File: src/rtl/onehot_scan_encoder_if.sv
// rtl/onehot_scan_encoder_if.sv - handshake bundle between a vector source/result sink and the scan encoder
//
// Ports carried (N = 2**WIDTH):
//   in_valid   source -> encoder  in_data is offered
//   in_ready   encoder -> source  encoder can take a vector this cycle
//   in_data    source -> encoder  N-bit vector, bit i is index i
//   out_valid  encoder -> sink    result fields hold a completed result
//   out_ready  sink -> encoder    sink takes the result this cycle
//   out_index  encoder -> sink    lowest set index (0 for an empty vector)
//   out_count  encoder -> sink    population count, 0..N
//   out_onehot encoder -> sink    exactly one bit was set
//   out_zero   encoder -> sink    no bit was set
// Modports: master = source/sink side, slave = encoder side.
interface onehot_scan_encoder_if #(
    parameter int WIDTH = 4
);
    localparam int N = 2 ** WIDTH;

    logic             in_valid;
    logic             in_ready;
    logic [N-1:0]     in_data;
    logic             out_valid;
    logic             out_ready;
    logic [WIDTH-1:0] out_index;
    logic [WIDTH:0]   out_count;
    logic             out_onehot;
    logic             out_zero;

    modport master (
        output in_valid, in_data, out_ready,
        input  in_ready, out_valid, out_index, out_count, out_onehot, out_zero
    );

    modport slave (
        input  in_valid, in_data, out_ready,
        output in_ready, out_valid, out_index, out_count, out_onehot, out_zero
    );
endinterface

File: src/rtl/onehot_scan_encoder.sv
// rtl/onehot_scan_encoder.sv - sequential lowest-index / popcount encoder scanning one bit per clock
//
// Ports:
//   clk  rising-edge clock
//   rst  synchronous active-high reset
//   bus  onehot_scan_encoder_if.slave: input vector handshake (in_*) and
//        result handshake (out_*); see the interface file for fields.
// A vector is captured on acceptance, scanned over exactly N cycles and the
// result is held in DONE until the sink takes it.
module onehot_scan_encoder #(
    parameter int WIDTH = 4
) (
    input  logic                   clk,
    input  logic                   rst,
    onehot_scan_encoder_if.slave   bus
);
    localparam int N = 2 ** WIDTH;

    typedef enum logic [1:0] {
        IDLE = 2'd0,
        SCAN = 2'd1,
        DONE = 2'd2
    } state_t;

    state_t           state;
    state_t           state_next;

    logic [N-1:0]     vec;
    logic [WIDTH-1:0] cnt;
    logic [WIDTH-1:0] index;
    logic [WIDTH:0]   count;
    logic             found;
    logic             onehot;
    logic             zero;

    logic             bit_set;
    logic             last_bit;
    logic [WIDTH:0]   count_inc;

    assign bit_set   = vec[cnt];
    assign last_bit  = (cnt == WIDTH'(N - 1));
    assign count_inc = count + (WIDTH + 1)'(bit_set);

    // Handshake outputs depend only on state and rst, never on in_valid/out_ready.
    assign bus.in_ready   = (state == IDLE) && !rst;
    assign bus.out_valid  = (state == DONE) && !rst;
    assign bus.out_index  = index;
    assign bus.out_count  = count;
    assign bus.out_onehot = onehot;
    assign bus.out_zero   = zero;

    always_ff @(posedge clk) begin
        if (rst) begin
            state <= IDLE;
        end else begin
            state <= state_next;
        end
    end

    always_comb begin
        state_next = state;
        case (state)
            IDLE:    if (bus.in_valid)  state_next = SCAN;
            SCAN:    if (last_bit)      state_next = DONE;
            DONE:    if (bus.out_ready) state_next = IDLE;
            default:                    state_next = IDLE;
        endcase
    end

    always_ff @(posedge clk) begin
        if (rst) begin
            vec    <= '0;
            cnt    <= '0;
            index  <= '0;
            count  <= '0;
            found  <= 1'b0;
            onehot <= 1'b0;
            zero   <= 1'b0;
        end else begin
            case (state)
                IDLE: begin
                    if (bus.in_valid) begin
                        vec    <= bus.in_data;
                        cnt    <= '0;
                        index  <= '0;
                        count  <= '0;
                        found  <= 1'b0;
                        onehot <= 1'b0;
                        zero   <= 1'b0;
                    end
                end
                SCAN: begin
                    count <= count_inc;
                    if (bit_set && !found) begin
                        found <= 1'b1;
                        index <= cnt;
                    end
                    // The counter wraps to 0 on the same edge that leaves SCAN.
                    cnt <= cnt + WIDTH'(1);
                    if (last_bit) begin
                        onehot <= (count_inc == (WIDTH + 1)'(1));
                        zero   <= (count_inc == '0);
                    end
                end
                default: begin
                end
            endcase
        end
    end
endmodule

File: src/flat_wrapper.sv
// flat-port wrapper written by rule: the top's interface ports become plain ports
module onehot_scan_encoder_flat 
#(
    parameter int WIDTH = 4
)
  (clk, rst, bus_in_valid, bus_in_data, bus_out_ready, bus_in_ready, bus_out_valid, bus_out_index, bus_out_count, bus_out_onehot, bus_out_zero);
  onehot_scan_encoder_if #(.WIDTH(WIDTH)) bus_i ();
  input  logic clk;
  input  logic rst;
  input wire logic [$bits(bus_i.in_valid)-1:0] bus_in_valid;
  input wire logic [$bits(bus_i.in_data)-1:0] bus_in_data;
  input wire logic [$bits(bus_i.out_ready)-1:0] bus_out_ready;
  output wire logic [$bits(bus_i.in_ready)-1:0] bus_in_ready;
  output wire logic [$bits(bus_i.out_valid)-1:0] bus_out_valid;
  output wire logic [$bits(bus_i.out_index)-1:0] bus_out_index;
  output wire logic [$bits(bus_i.out_count)-1:0] bus_out_count;
  output wire logic [$bits(bus_i.out_onehot)-1:0] bus_out_onehot;
  output wire logic [$bits(bus_i.out_zero)-1:0] bus_out_zero;
  assign bus_i.in_valid = bus_in_valid;
  assign bus_i.in_data = bus_in_data;
  assign bus_i.out_ready = bus_out_ready;
  assign bus_in_ready = bus_i.in_ready;
  assign bus_out_valid = bus_i.out_valid;
  assign bus_out_index = bus_i.out_index;
  assign bus_out_count = bus_i.out_count;
  assign bus_out_onehot = bus_i.out_onehot;
  assign bus_out_zero = bus_i.out_zero;
  onehot_scan_encoder #(.WIDTH(WIDTH)) u_core (.clk(clk), .rst(rst), .bus(bus_i));
endmodule
File: config.mk
export PLATFORM = sky130hd
export DESIGN_NAME = onehot_scan_encoder_flat
export DESIGN_NICKNAME = d
export VERILOG_FILES = /design/src/rtl/onehot_scan_encoder_if.sv /design/src/rtl/onehot_scan_encoder.sv /design/src/flat_wrapper.sv
export SDC_FILE = /design/constraint.sdc
export NUM_CORES = 1
export LEC_CHECK = 0
export ABC_AREA = 1
export CAP_MARGIN = 5
export CORE_ASPECT_RATIO = 2
export CORE_MARGIN = 2
export CORE_UTILIZATION = 29
export DETAILED_ROUTE_END_ITERATION = 8
export RECOVER_POWER = 100
export SLEW_MARGIN = 20
export SYNTH_ARGS = -nofsm -noshare
export SYNTH_HDL_FRONTEND = slang
export SYNTH_SLANG_ARGS = --single-unit
File: constraint.sdc
create_clock -name clk -period 1.8 [get_ports clk]
set_input_delay 0.45 -clock clk [delete_from_list [all_inputs] [get_ports clk]]
set_output_delay 0.45 -clock clk [all_outputs]
set_load 0.005 [all_outputs]
# Yosys cells after proc, flatten, opt, wreduce, memory -nomap -nowiden
# Cells that the tools add are included.
dict set report word_totals {
  output_inout_bits 13
  in_bits 20
  word_cells 51
  regBits 34
}
dict set report classes {
  add_sub_neg 2
  n_reduce_logical 13
  muxes 19
  n_lt_le_gt_ge 1
  eq_ne 8
}
# cell n
set op_table {}
lappend op_table {{case mux 4 bit (2 select lines)} 2}
lappend op_table {{case mux 5 bit (2 select lines)} 1}
lappend op_table {{AND reduction 3 bit} 3}
lappend op_table {{two-way mux 4 bit} 2}
lappend op_table {{two-way mux 2 bit} 3}
lappend op_table {{case mux 1 bit (2 select lines)} 3}
lappend op_table {{case mux 2 bit (3 select lines)} 1}
lappend op_table {{adder 5 x 1 -> 5 bit} 1}
lappend op_table {{== test 5 x 1 -> 1 bit, second input constant} 1}
lappend op_table {{zero test 5 bit} 1}
lappend op_table {{less-than comparator 4 x 5 -> 1 bit, second input constant} 1}
lappend op_table {{two-way mux 1 bit} 5}
lappend op_table {{two-way mux 5 bit} 1}
lappend op_table {{adder 4 x 1 -> 4 bit, second input constant} 1}
lappend op_table {{binary-select mux 1 bit (select 4 bit)} 1}
lappend op_table {{== test 4 bit, second input constant} 1}
lappend op_table {{inequality test 2 x 1 -> 1 bit, second input constant} 2}
lappend op_table {{inequality test 2 bit, second input constant} 2}
lappend op_table {{AND reduction 2 bit} 2}
lappend op_table {{logical AND 1 bit} 3}
lappend op_table {{== test 2 x 1 -> 1 bit, second input constant} 1}
lappend op_table {{== test 2 bit, second input constant} 1}
lappend op_table {{zero test 1 bit} 2}
lappend op_table {{zero test 2 bit} 1}
lappend op_table {{nonzero test 2 bit} 1}

# Logic depth before layout (Yosys ltp)
dict set report logic_depth {
  depth_word 6
  mapped_depth 13
  ltp_nobuf 13
}

# Least setup slack after synthesis
# Ideal clock, no wire load.
dict set report synth_timing {
  kind {register to register}
  startpoint {reg u_core.cnt[0]}
  endpoint {reg u_core.zero, in the netlist u_core.bus.out_zero}
  setup_ns 0.070
  n_path_buf 1
  arrival_ns 1.762
  synth_period_minus_slack_ns 1.832
  setup_slack_ns -0.032
  path_stages_with_launch 13
  required_ns 1.730
  cell_sequence {dfxtp_1 > buf_6 > nand2_1 > nand3_1 > nand3_1 > nand3_2 > nand2_4 > ha_1 > ha_1 > xor2_1 > nor2_1 > nand4_1 > a21oi_1}
}
dict set report synth_between {
  elab_chain_len 6
  elab_cells_between_ends 9
  cone_classes {1 x add/sub; 2 x eq/ne; 4 x mux; 2 x reduce/logical}
}
# element line_no
set synth_rtl {}
lappend synth_rtl {{from (decl)} onehot_scan_encoder.sv:29} ;# logic [WIDTH-1:0] cnt;
lappend synth_rtl {{from (signal assigned)} onehot_scan_encoder.sv:99} ;# cnt <= cnt + WIDTH'(1);
lappend synth_rtl {{binary-select mux 1 bit (select 4 bit)} onehot_scan_encoder.sv:40} ;# assign bit_set = vec[cnt];
lappend synth_rtl {{two-way mux 1 bit (not written as such)} onehot_scan_encoder.sv:40}
lappend synth_rtl {{adder 5 x 1 -> 5 bit} onehot_scan_encoder.sv:42} ;# assign count_inc = count + (WIDTH + 1)'(bit_set);
lappend synth_rtl {{zero test 5 bit} onehot_scan_encoder.sv:102} ;# zero <= (count_inc == '0);
lappend synth_rtl {{two-way mux 1 bit} onehot_scan_encoder.sv:100} ;# if (last_bit) begin
lappend synth_rtl {{case mux 1 bit (2 select lines)} onehot_scan_encoder.sv:80} ;# case (state)
lappend synth_rtl {{to (signal assigned)} onehot_scan_encoder.sv:102}
lappend synth_rtl {{to (decl)} onehot_scan_encoder.sv:34} ;# logic zero;
# Parallel ways exist; a longest one is shown, timed or not. The select of a mux whose other input is x is not followed.
# A chain may end at the register's enable or synchronous reset.

# Worst setup path in the final report
dict set report layout_timing {
  startpoint {reg u_core.cnt[0]}
  endpoint {reg u_core.onehot, in the netlist u_core.bus.out_onehot}
}
dict set report layout_between {
  elab_chain_len 6
  elab_cells_between_ends 9
  cone_classes {1 x add/sub; 3 x eq/ne; 4 x mux; 1 x reduce/logical}
}
# element line_no
set layout_rtl {}
lappend layout_rtl {{binary-select mux 1 bit (select 4 bit)} onehot_scan_encoder.sv:40}
lappend layout_rtl {{two-way mux 1 bit (not written as such)} onehot_scan_encoder.sv:40}
lappend layout_rtl {{adder 5 x 1 -> 5 bit} onehot_scan_encoder.sv:42}
lappend layout_rtl {{== test 5 x 1 -> 1 bit} onehot_scan_encoder.sv:101} ;# onehot <= (count_inc == (WIDTH + 1)'(1));
lappend layout_rtl {{two-way mux 1 bit} onehot_scan_encoder.sv:100}
lappend layout_rtl {{case mux 1 bit (2 select lines)} onehot_scan_encoder.sv:80}
lappend layout_rtl {{to (signal assigned)} onehot_scan_encoder.sv:101}
lappend layout_rtl {{to (decl)} onehot_scan_encoder.sv:33} ;# logic onehot;
# Parallel ways exist; a longest one is shown, timed or not. The select of a mux whose other input is x is not followed.

==> metrics <==
Seq/Total Area, Yosys between 40% and 50%; clk_skew 0.00413 ns; Synth area leader dfxtp_1; Worst-Margin Slew about 0.52 ns; GP Congestion 0.845; synthesized flop and latch total 34; # rows 38; HP Class flip-flop to flip-flop; Period minus WS final 1.86 ns; core area 5370 um2; Critical Path Sink Type flip-flop; Vias about 1500; vias in the first global route between 1000 and 1500; Final Hold Viols 0; port bufs 32; CTS Buffer Depth 2; Distinct cells, synth 29; Iteration-0 DRC Markers 27; max-capacitance violation count 0; Peak supply drop around 580 uV; die span in y about 110 um; Arr. time, crit path ~2.1 ns; Worst Path Max Fanout 7; Setup CP Type flip-flop to flip-flop; Mapped Avg Cell Area about 8 um2; async set-reset flop share out of synthesis 0%; # IOs 33; Placement Cell Area 2060 um2; Final ANT Viol Nets 0; status finished with violations; Yosys warning total 0; Die W 56.6 um; diodes inserted 0; Starting Density around 30%; die footprint around 6200 um2; worst setup margin -0.0578 ns; initial antenna violation count 0; DRC violations left 0; Required @ worst endpoint between 2 and 2.5 ns; total CTS buffers 5; share of the synthesized area in the top cell type between 40 and 50%; final instance area 2220 um2; Post-synth EDFFs 0; htree depth 2; period utilization 103%; Setup crit start kind flip-flop; RSZ-0062 raised after global routing yes; root buffer cell clkbuf_8; worst-skew pair later-pin latency approximately 0.28 ns; total track usage about 14%; Mapped Cells 205; Post-Syn Area ~1600 um2; Pins Over Slew Limit 0; clk sinks 34; wire per inst approximately 12 um; nets between 200 and 300; max_slew headroom ~66%; final setup fails 2; detailed placement HPWL around 2800 um; final WL between 3000 and 4000 um; first-pass GRT wire length around 6500 um; share of layout cells above drive strength 1 between 20% and 30%; first-pass iteration count of the detailed router 4; vias per cell between 4 and 5; largest net degree at the start of global routing 37; P_leak 0.000885 uW; Achievable Freq between 500 and 600 MHz; GRT overflow 0; failing checks setup timing; PwrDens about 800 nW/um2; Fillers about 550; ys flop type dfxtp_1; Synth area leaders dfxtp_1, a21oi_1, nand2_1, o21ai_0, inv_1; synth cell count leaders dfxtp_1, nand2_1, a21oi_1; clock-pin slew on the worst setup and hold paths 0.07 ns; most frequent cell after synthesis dfxtp_1; area delta synth->final 38.6%; Synthesized Nets between 200 and 250; CTS tree done; fin util between 40 and 50%
==> cell usage in the layout, fill, tap and decap left out, types with 3 or more instances in the layout <==
| cell | instances |
|---|---|
| dfxtp_1 | 32 |
| nand2_1 | 29 |
| a21oi_1 | 25 |
| inv_1 | 23 |
| clkdlybuf4s50_1 | 22 |
| o21ai_0 | 19 |
| nand3_1 | 12 |
| nand3_2 | 11 |
| buf_4 | 9 |
| nor2_1 | 8 |
| dlygate4sd3_1 | 7 |
| clkbuf_8 | 6 |
| nand2_2 | 4 |
| a21oi_2 | 4 |
| nor3_1 | 3 |
| nand4_1 | 3 |
==> stage by stage <==
| step | hold slack, ns | setup slack [ns] | power (uW) | instances | setup TNS [ns] |
|---|---|---|---|---|---|
| after floorplan | 0.429 | 0.000248 | 1080 | 205 | 0 |
| after global placement | 0.446 | -0.229 | 1230 | 300 | -2.03 |
| after detailed placement | 0.448 | -0.244 | 1230 | 300 | -2.77 |
| after CTS | 0.457 | -0.0810 | 1820 | 308 | -0.167 |
| after global routing | 0.470 | -0.182 | 1890 | 308 | -0.538 |
| final | 0.459 | -0.0578 | 1790 | 308 | -0.101 |
==> metal layers <==
layer	track usage [%]	vias up	routed length [um]
li1	-	764	-
met1	12.6	684	1420
met2	26.7	21	2170
met3	2.97	6	139
met4	7.65	0	93
met5	0	-	0
==> area by class of cell <==
cell class                      instances  area (um2)  area share (%)
Clock buffer                            7        86.3            3.88
Clock inverter                          1        5.00           0.225
Inverter                               25        96.3            4.33
Multi-Input combinational cell        136         848            38.2
Sequential cell                        34         686            30.8
Tap cell                               60        75.1            3.38
Timing Repair Buffer                   45         427            19.2
==> power by group <==
part / internal [uW] / switching, uW / leakage, uW
clock: 308 / 262 / 0.0000482
sequential: 806 / 29.7 / 0.000280
combinational: 173 / 208 / 0.000557
total: 1290 / 499 / 0.000885
==> state kept, by name (all words and copies together) (netlist names) <==
register and count:
u_core.bus.out_count 5, u_core.bus.out_index 4, u_core.bus.out_onehot 1, u_core.bus.out_zero 1, u_core.cnt 4, u_core.found 1
u_core.state 2, u_core.vec 16
==> worst max-delay path, cell delays in order, from the launching register on <==
cell	delay, ns
dfxtp_4	0.37
buf_12	0.14
nand2_1	0.06
nand3_1	0.08
nand3_2	0.08
nand3_2	0.08
nand2_4	0.09
ha_4	0.14
ha_4	0.15
nand3_4	0.10
xnor2_4	0.15
nor2_2	0.13
nand4_1	0.09
a21oi_1	0.13
==> final timing paths <==
kind,from,end,slack (ns),cells past startpoint
worst max-delay path,u_core.cnt[0]$_SDFFE_PP0P_,u_core.bus.out_onehot$_SDFFE_PP0P_,-0.06,13
worst min-delay path,u_core.vec[15]$_SDFFE_PP0P_,u_core.vec[15]$_SDFFE_PP0P_,0.46,2
worst max register to register,u_core.cnt[0]$_SDFFE_PP0P_,u_core.bus.out_onehot$_SDFFE_PP0P_,-0.06,13
worst min register to register,u_core.vec[15]$_SDFFE_PP0P_,u_core.vec[15]$_SDFFE_PP0P_,0.46,2
==> repair_timing <==
item / in CTS / in global routing
pin swaps: 7 / 11
hold buffers: 0 / 0
setup buffers: 0 / 0
resized for setup: 13 / 12
endpoints found under the setup margin: 5 / 6
==> cell families after synthesis <==
kind of cell / count (synthesis) / share of synthesized area, %
simple gates: 76 / 25.0
xor+xnor: 3 / 1.64
buf+inv: 35 / 9.83
fa+ha+maj: 3 / 2.34
compound gates: 54 / 18.7
flops: 34 / 42.4
No activity file was read; power rests on OpenSTA's default activity.
